$ cat config.mk
export PLATFORM = sky130hd
export DESIGN_NAME = clock_divider_multi
export DESIGN_NICKNAME = d
export VERILOG_FILES = /design/src/rtl/clock_divider_multi.sv
export SDC_FILE = /design/constraint.sdc
export NUM_CORES = 1
export LEC_CHECK = 0
export ABC_AREA = 0
export CELL_PAD_IN_SITES_DETAIL_PLACEMENT = 1
export CELL_PAD_IN_SITES_GLOBAL_PLACEMENT = 1
export CORE_MARGIN = 8
export CORE_UTILIZATION = 50
export DETAILED_ROUTE_END_ITERATION = 16
export PLACE_DENSITY_LB_ADDON = 0.25
export SYNTH_ARGS = -nofsm -noshare
export SYNTH_HDL_FRONTEND = slang
export SYNTH_SLANG_ARGS = --single-unit
export TNS_END_PERCENT = 50
$ cat constraint.sdc
create_clock -name clock_in -period 7.3 [get_ports clock_in]
set_input_delay 2.19 -clock clock_in [delete_from_list [all_inputs] [get_ports clock_in]]
set_output_delay 2.19 -clock clock_in [all_outputs]
set_load 0.05 [all_outputs]
$ cat src/rtl/clock_divider_multi.sv
// clock_divider_multi: N-channel programmable 50%-duty clock divider with a
// global single-step mode gated by channel 0 (the CPU clock).
module clock_divider_multi #(
    parameter int CHANNELS    = 2,
    parameter int WIDTH       = 28,
    parameter int DEFAULT_DIV = 10
) (
    input  logic                clock_in,
    input  logic                reset,
    input  logic [CHANNELS-1:0] div_load,
    input  logic [WIDTH-1:0]    div_value,
    input  logic [CHANNELS-1:0] enable,
    input  logic                step_mode,
    input  logic                step_req,
    output logic [CHANNELS-1:0] clock_out,
    output logic [CHANNELS-1:0] tick,
    output logic                busy
);

    localparam logic [WIDTH-1:0] ONE     = WIDTH'(1);
    localparam logic [WIDTH-1:0] DIV_RST = WIDTH'(DEFAULT_DIV);

    typedef enum logic {IDLE, STEP} state_t;

    state_t              state_q, state_d;
    logic                seen_q, seen_d;
    logic                req_q;
    logic                req_rise;

    logic [WIDTH-1:0]    cnt_q   [CHANNELS];
    logic [WIDTH-1:0]    cnt_d   [CHANNELS];
    logic [WIDTH-1:0]    div_q   [CHANNELS];
    logic [WIDTH-1:0]    div_d   [CHANNELS];
    logic [WIDTH-1:0]    limit   [CHANNELS];
    logic [CHANNELS-1:0] clk_q, clk_d;
    logic [CHANNELS-1:0] tick_q, tick_d;
    logic [CHANNELS-1:0] fall_d;
    logic [CHANNELS-1:0] adv;

    // Per-channel divider next state: disable clears, load beats advance.
    always_comb begin
        for (int unsigned i = 0; i < CHANNELS; i++) begin
            cnt_d[i]  = cnt_q[i];
            div_d[i]  = div_q[i];
            clk_d[i]  = clk_q[i];
            tick_d[i] = 1'b0;
            fall_d[i] = 1'b0;
            limit[i]  = (div_q[i] == '0) ? '0 : div_q[i] - ONE;
            adv[i]    = enable[i] && (!step_mode || state_q == STEP);
            if (!enable[i]) begin
                cnt_d[i] = '0;
                clk_d[i] = 1'b0;
                if (div_load[i]) begin
                    div_d[i] = div_value;
                end
            end else if (div_load[i]) begin
                div_d[i] = div_value;
                cnt_d[i] = '0;
            end else if (adv[i]) begin
                if (cnt_q[i] >= limit[i]) begin
                    cnt_d[i]  = '0;
                    clk_d[i]  = ~clk_q[i];
                    tick_d[i] = ~clk_q[i];
                    fall_d[i] = clk_q[i];
                end else begin
                    cnt_d[i] = cnt_q[i] + ONE;
                end
            end
        end
    end

    // Channel state registers.
    always_ff @(posedge clock_in) begin
        for (int unsigned i = 0; i < CHANNELS; i++) begin
            if (reset) begin
                cnt_q[i] <= '0;
                div_q[i] <= DIV_RST;
            end else begin
                cnt_q[i] <= cnt_d[i];
                div_q[i] <= div_d[i];
            end
        end
        if (reset) begin
            clk_q  <= '0;
            tick_q <= '0;
        end else begin
            clk_q  <= clk_d;
            tick_q <= tick_d;
        end
    end

    assign req_rise = step_req && !req_q;

    // Step FSM next state: a step ends on the first ch0 fall after a ch0 rise,
    // so a step begun with ch0 high lets its pending fall pass first.
    always_comb begin
        state_d = state_q;
        seen_d  = seen_q;
        case (state_q)
            IDLE: begin
                if (step_mode && req_rise) begin
                    state_d = STEP;
                    seen_d  = 1'b0;
                end
            end
            STEP: begin
                if (!step_mode || !enable[0]) begin
                    state_d = IDLE;
                end else begin
                    if (tick_d[0]) begin
                        seen_d = 1'b1;
                    end
                    if (fall_d[0] && seen_q) begin
                        state_d = IDLE;
                    end
                end
            end
            default: state_d = IDLE;
        endcase
    end

    // Step FSM state register and step_req edge register.
    always_ff @(posedge clock_in) begin
        if (reset) begin
            state_q <= IDLE;
            seen_q  <= 1'b0;
            req_q   <= 1'b0;
        end else begin
            state_q <= state_d;
            seen_q  <= seen_d;
            req_q   <= step_req;
        end
    end

    // Step FSM outputs.
    always_comb begin
        busy = (state_q == STEP);
    end

    assign clock_out = clk_q;
    assign tick      = tick_q;

endmodule

-- Word level (Yosys, flattened, before mapping)
Memories as Yosys holds them, arrays and structs flattened.
Cells that the tools add are included.
- equality and inequality tests: 3
- add/subtract/negate cells: 4
- multiplexer cells: 35
- reduce and logical (&&, ||, !) cells: 18
- bitwise operators: 13
- $lt $le $gt $ge: 2
- operators with widths (cell ; count):
    2-to-1 mux 28 bit ; 16
    adder 28 x 1 -> 28 bit (second input constant) ; 2
    >= comparator 28 bit ; 2
    logical NOT 28 bit ; 2
    subtractor 28 x 1 -> 28 bit (second input constant) ; 2
    2-to-1 mux 1 bit ; 17
    NOT 1 bit ; 9
    AND reduction 3 bit ; 3
    logical AND 1 bit ; 5
    OR reduction 5 bit ; 1
    != test 2 bit (second input constant) ; 2
    OR 1 bit ; 4
    one-hot mux 1 bit (2 select lines) ; 2
    OR reduction 2 bit ; 2
    logical NOT 1 bit ; 3
    logical OR 1 bit ; 2
    != test 2 x 1 -> 1 bit (second input constant) ; 1
- output and inout port bits: 5
- bits in writable memories: 112
- bits of input ports: 36
- bits in registers: 7
- word-level logic and storage cells: 84
- memories kept: 2
- memories (name ; words ; width ; read ports ; clocked after Yosys merged registers in ; wr ports ; RTL line ; RTL):
    cnt_q ; 2 ; 28 ; 2 ; 0 ; 2 ; 30 ; logic [WIDTH-1:0] cnt_q [CHANNELS];
    div_q ; 2 ; 28 ; 2 ; 0 ; 2 ; 32 ; logic [WIDTH-1:0] div_q [CHANNELS];

-- Logic depth before layout (Yosys ltp)
- depth in word-level cells: 11
- gate-level depth with buffers: 19
- depth with buffers taken out: 16

-- Worst setup path before layout
Ideal clock, no wire load.
- path type: register to register
- from: memory div_q[1][0]
- to: register clk_q[1] (netlist: clock_out[1])
- stages on the path, launching flop included: 18
- path buffers: 1
- clock period less this slack: 3850 ps
- library setup time: 123 ps
- data required time: 7177 ps
- arrival: 3727 ps
- setup slack: 3450 ps
- cells stage by stage: dfxtp_1 inv_1 ha_1 nor3b_2 nand3_1 nor3_4 nand3_2 or3_1 buf_6 and2_1 ha_1 nand2b_1 a2111oi_0 nor4_1 o31a_2 nand2b_1 nor4b_1 or2_2
- RTL lines (element ; RTL line ; RTL):
    start: declaration ; 32 ;
    end signal: assignment ; 87 ; clk_q <= clk_d;
    end: declaration ; 35 ; logic [CHANNELS-1:0] clk_q, clk_d;

==> results.txt <==
----------------------------------------------------
[GRT]
  Number of antenna violations at the first check in global routing ... 0
  Global-route wire length before repair ... 32100 um
  Maximum number of pins on one net before global-route repair ... 58
  Total congestion overflow ... 0
  Met2 global-route usage ... 40.4%
  Met1 global-route usage ... 23.5%
  Via count of the first global-routing pass ... 6565
  All-layer global routing usage ... 21.6%
  GRT Max-Usage Layer ... met2
  Global routing met3 resource utilization ... 4.92%

[Pwr]
  Total power per unit cell area ... 203 nW/um2
  Final Power ... 1.68 mW
  Leakage Power ... 3.43 nW
  Worst supply voltage drop on vdd ... 0.169 mV

[Drt]
  DRC violation count after routing ... 0
  Detailed-route vias per instance ... 5.56
  Routed WL ... 19100 um
  Number of violations reported at the end of detailed-routing iteration 0 ... 188
  Routed wire per std cell ... 17.5 um
  Antenna Violating Nets Remaining ... 0
  Routed via count ... 6060
  Number of iterations in the first detailed-routing pass ... 4

[Floorplanning]
  Horizontal die dimension ... 136 um
  Core Rows ... 44
  Total I/O pin count ... 41
  Area of the core ... 14400 um2
  Floorplan die height ... 136 um
  Area of the die ... 18600 um2
  Starting density of the core ... 50.5%

[Synth]
  Async set-reset flop share out of synthesis ... 0%
  Synthesized instance count ... 863
  Avg Inst Size Synth ... 8.41 um2
  Flop and latch count out of synthesis ... 119
  Syn Nets ... 960
  Distinct cell type count of the synthesized netlist ... 63
  Part of the Yosys area used for sequential elements ... 32.8%
  Area of the mapped netlist ... 7250 um2
  Count of flip-flops with a built-in enable after synthesis ... 0
  Ys flop type ... sky130_fd_sc_hd__dfxtp_1
  Synthesis Warnings ... 0

[STA]
  Min Clock Period, post-route ... 4940 ps
  Final setup viols ... 0
  Slew at the pin with the worst max-slew slack ... 978 ps
  Timing-limited maximum frequency ... 0.202 GHz
  Number of hold-slack violations in the final timing report ... 0
  Rel. slew slack ... 34.8%
  Setup repair after global routing missed its margin ... false
  Max-slew violation count ... 0
  Final setup TNS ... 0 ps
  Post-Route Hold Slack ... 497 ps
  Crit share post-route ... 67.7%
  Setup slack of the critical path after layout ... 2360 ps
  Worst clock skew on the final layout ... 6.60 ps

[Setup path]
  R2r startpoint ... div_q[1][1]
  Crit start category ... flop
  Data required time of the critical path ... 7640 ps
  Critical path fanouts, max ... 25
  End of the worst register-to-register path ... cnt_q[1][23]
  Last element of the critical path ... cnt_q[1][23]
  R2R setup slack ... 2360 ps
  Depth of the most critical reg-to-reg path ... 16
  Startpoint of the worst setup timing path ... div_q[1][1]
  Setup CP Type ... reg -> reg
  Data arrival time of the worst path ... 5280 ps
  Crit end category ... flop

[Layout]
  Area of the multi-input gates ... 4640 um2
  Register area ... 2380 um2
  Fraction of final layout cells sized beyond drive strength 1 ... 6.96%
  Utilization of the core after routing ... 57.6%
  Nets@finish ... 990
  Post-layout instance count excluding filler cells ... 1089
  Layout Area Growth over Synthesis ... 14.1%
  Final Cell Area ... 8280 um2
  Number of diodes added for antenna fixing ... 0
  Total of fill cells in the finished design ... 1700

[Place]
  Global placement routability congestion ... 0.805
  Half-perimeter wire length after detailed placement ... 14100 um
  Count of buffers from port buffering ... 40
  # placed instances ... 1058
  Post-DP Area ... 7710 um2
  Dpl ws ... 2340 ps

[Clock network]
  Post-CTS Resized ... 0
  Maximum number of buffers from clock root to sink ... 2
  Post-CTS Repair Setup Buffers ... 0
  CTS root buf ... sky130_fd_sc_hd__clkbuf_16
  CTS clock-pin slew for the worst setup and hold paths ... 50 ps
  H-Tree Level Count ... 4
  Clock latency at the later pin of the worst-skew pair ... 430 ps
  Number of clock buffers inserted by TritonCTS ... 17
  Clock tree from TritonCTS ... built
  Hold_buf cts ... 0
  TritonCTS sink count ... 119

[Hold path]
  Class of the most critical hold timing path ... reg -> reg

[Run]
  Number of maximum-capacitance violations ... 0

[Outcome]
  Result of the run ... completed

----------------------------------------------------
==> flip-flops by register name (all words and copies together), names as in the netlist <==
name / count
seen_q: 1
cnt_q: 56
busy: 1
tick: 2
req_q: 1
div_q: 56
clock_out: 2
==> Yosys cell counts (11+ instances only) <==
cell	n	area (um2)
sky130_fd_sc_hd__mux2i_1	56	561
sky130_fd_sc_hd__ha_1	61	763
sky130_fd_sc_hd__o21ai_0	13	65.1
sky130_fd_sc_hd__nand2_1	105	394
sky130_fd_sc_hd__nand3_1	21	105
sky130_fd_sc_hd__or3_1	11	68.8
sky130_fd_sc_hd__xor2_1	54	473
sky130_fd_sc_hd__a21oi_1	29	145
sky130_fd_sc_hd__inv_1	17	63.8
sky130_fd_sc_hd__dfxtp_1	119	2380
sky130_fd_sc_hd__nor2_1	151	567
sky130_fd_sc_hd__xnor2_1	36	315
sky130_fd_sc_hd__clkbuf_1	12	45.0
sky130_fd_sc_hd__nor4_1	12	75.1
sky130_fd_sc_hd__nand4_1	19	119
sky130_fd_sc_hd__nor3_1	17	85.1
==> layer usage <==
metal,vias up,part of all wire (%)
met5,-,0
met4,0,1.1
met3,21,2.2
met2,42,54
met1,2943,43
li1,3054,-
==> cell usage in the layout (no fill, tap or decap), types with 3 or more instances in the layout <==
| master | instances |
|---|---|
| sky130_fd_sc_hd__clkinv_2 | 5 |
| sky130_fd_sc_hd__clkdlybuf4s50_1 | 37 |
| sky130_fd_sc_hd__nand2_2 | 7 |
| sky130_fd_sc_hd__o211ai_1 | 5 |
| sky130_fd_sc_hd__mux2i_1 | 56 |
| sky130_fd_sc_hd__xnor2_1 | 36 |
| sky130_fd_sc_hd__or3_1 | 11 |
| sky130_fd_sc_hd__a211oi_1 | 4 |
| sky130_fd_sc_hd__and4_1 | 7 |
| sky130_fd_sc_hd__nand2b_1 | 8 |
| sky130_fd_sc_hd__and2_1 | 6 |
| sky130_fd_sc_hd__nand4_1 | 19 |
| sky130_fd_sc_hd__inv_1 | 17 |
| sky130_fd_sc_hd__nor4b_1 | 4 |
| sky130_fd_sc_hd__buf_2 | 3 |
| sky130_fd_sc_hd__xor2_1 | 54 |
| sky130_fd_sc_hd__ha_1 | 61 |
| sky130_fd_sc_hd__and3_1 | 7 |
| sky130_fd_sc_hd__clkbuf_16 | 17 |
| sky130_fd_sc_hd__nor2_1 | 151 |
| sky130_fd_sc_hd__nor3_1 | 17 |
| sky130_fd_sc_hd__nand3b_1 | 4 |
| sky130_fd_sc_hd__nor4_1 | 12 |
| sky130_fd_sc_hd__nand2_1 | 105 |
| sky130_fd_sc_hd__or4_1 | 5 |
| sky130_fd_sc_hd__nor2b_1 | 4 |
| sky130_fd_sc_hd__o21ai_0 | 13 |
| sky130_fd_sc_hd__clkbuf_8 | 5 |
| sky130_fd_sc_hd__dfxtp_1 | 119 |
| sky130_fd_sc_hd__a21oi_1 | 29 |
| sky130_fd_sc_hd__nand3_2 | 4 |
| sky130_fd_sc_hd__a21o_1 | 6 |
| sky130_fd_sc_hd__nand3_1 | 21 |
| sky130_fd_sc_hd__or2_2 | 5 |
==> layout make-up <==
class | instances | share of cell area, %
Clock inverter | 8 | 0.861
Tap cell | 184 | 2.78
Multi-Input combinational cell | 697 | 56.1
Inverter | 17 | 0.771
Clock buffer | 23 | 6.01
Sequential cell | 119 | 28.8
Timing Repair Buffer | 41 | 4.75
==> power by group <==
part           internal, mW  switching [mW]
Combinational        0.0788          0.0942
Sequential            0.669          0.0272
Clock                 0.508           0.300
==> critical path: stages, from the launching register on <==
cell and delay [ps]:
sky130_fd_sc_hd__dfxtp_1 320, sky130_fd_sc_hd__inv_1 110, sky130_fd_sc_hd__ha_1 210, sky130_fd_sc_hd__nor3b_2 310
sky130_fd_sc_hd__nand3_1 250, sky130_fd_sc_hd__nor3_4 300, sky130_fd_sc_hd__nand3_2 130, sky130_fd_sc_hd__or3_1 690
sky130_fd_sc_hd__and2_1 330, sky130_fd_sc_hd__ha_1 260, sky130_fd_sc_hd__nand2b_1 130, sky130_fd_sc_hd__a2111oi_0 470
sky130_fd_sc_hd__nor4_1 120, sky130_fd_sc_hd__or2_2 280, sky130_fd_sc_hd__o211ai_1 160, sky130_fd_sc_hd__nand2b_1 490
sky130_fd_sc_hd__nor2_1 270
==> worst min path at each step <==
stage                 start  endpoint  slack (ps)  cells after the start
5_1_grt        clock_out[1]   tick[1]         500                      1
3_3_place_gp   clock_out[1]   tick[1]         450                      1
3_5_place_dp   clock_out[1]   tick[1]         490                      1
6_report       clock_out[1]   tick[1]         500                      1
2_1_floorplan        seen_q    seen_q         460                      2
4_1_cts        clock_out[1]   tick[1]         490                      1
==> cell families (layout without fill, tap and decap cells) <==
group           after synthesis  in the layout  share of synthesized area (%)
flops                       119            119                           32.8
fa+ha+maj                    61             61                           10.5
simple gates                413            413                           28.1
mux                          56             56                           7.73
xor+xnor                     90             90                           10.9
buf+inv                      47             89                           3.19
compound gates               77             77                           6.76
(Power assumes the default switching activity.)
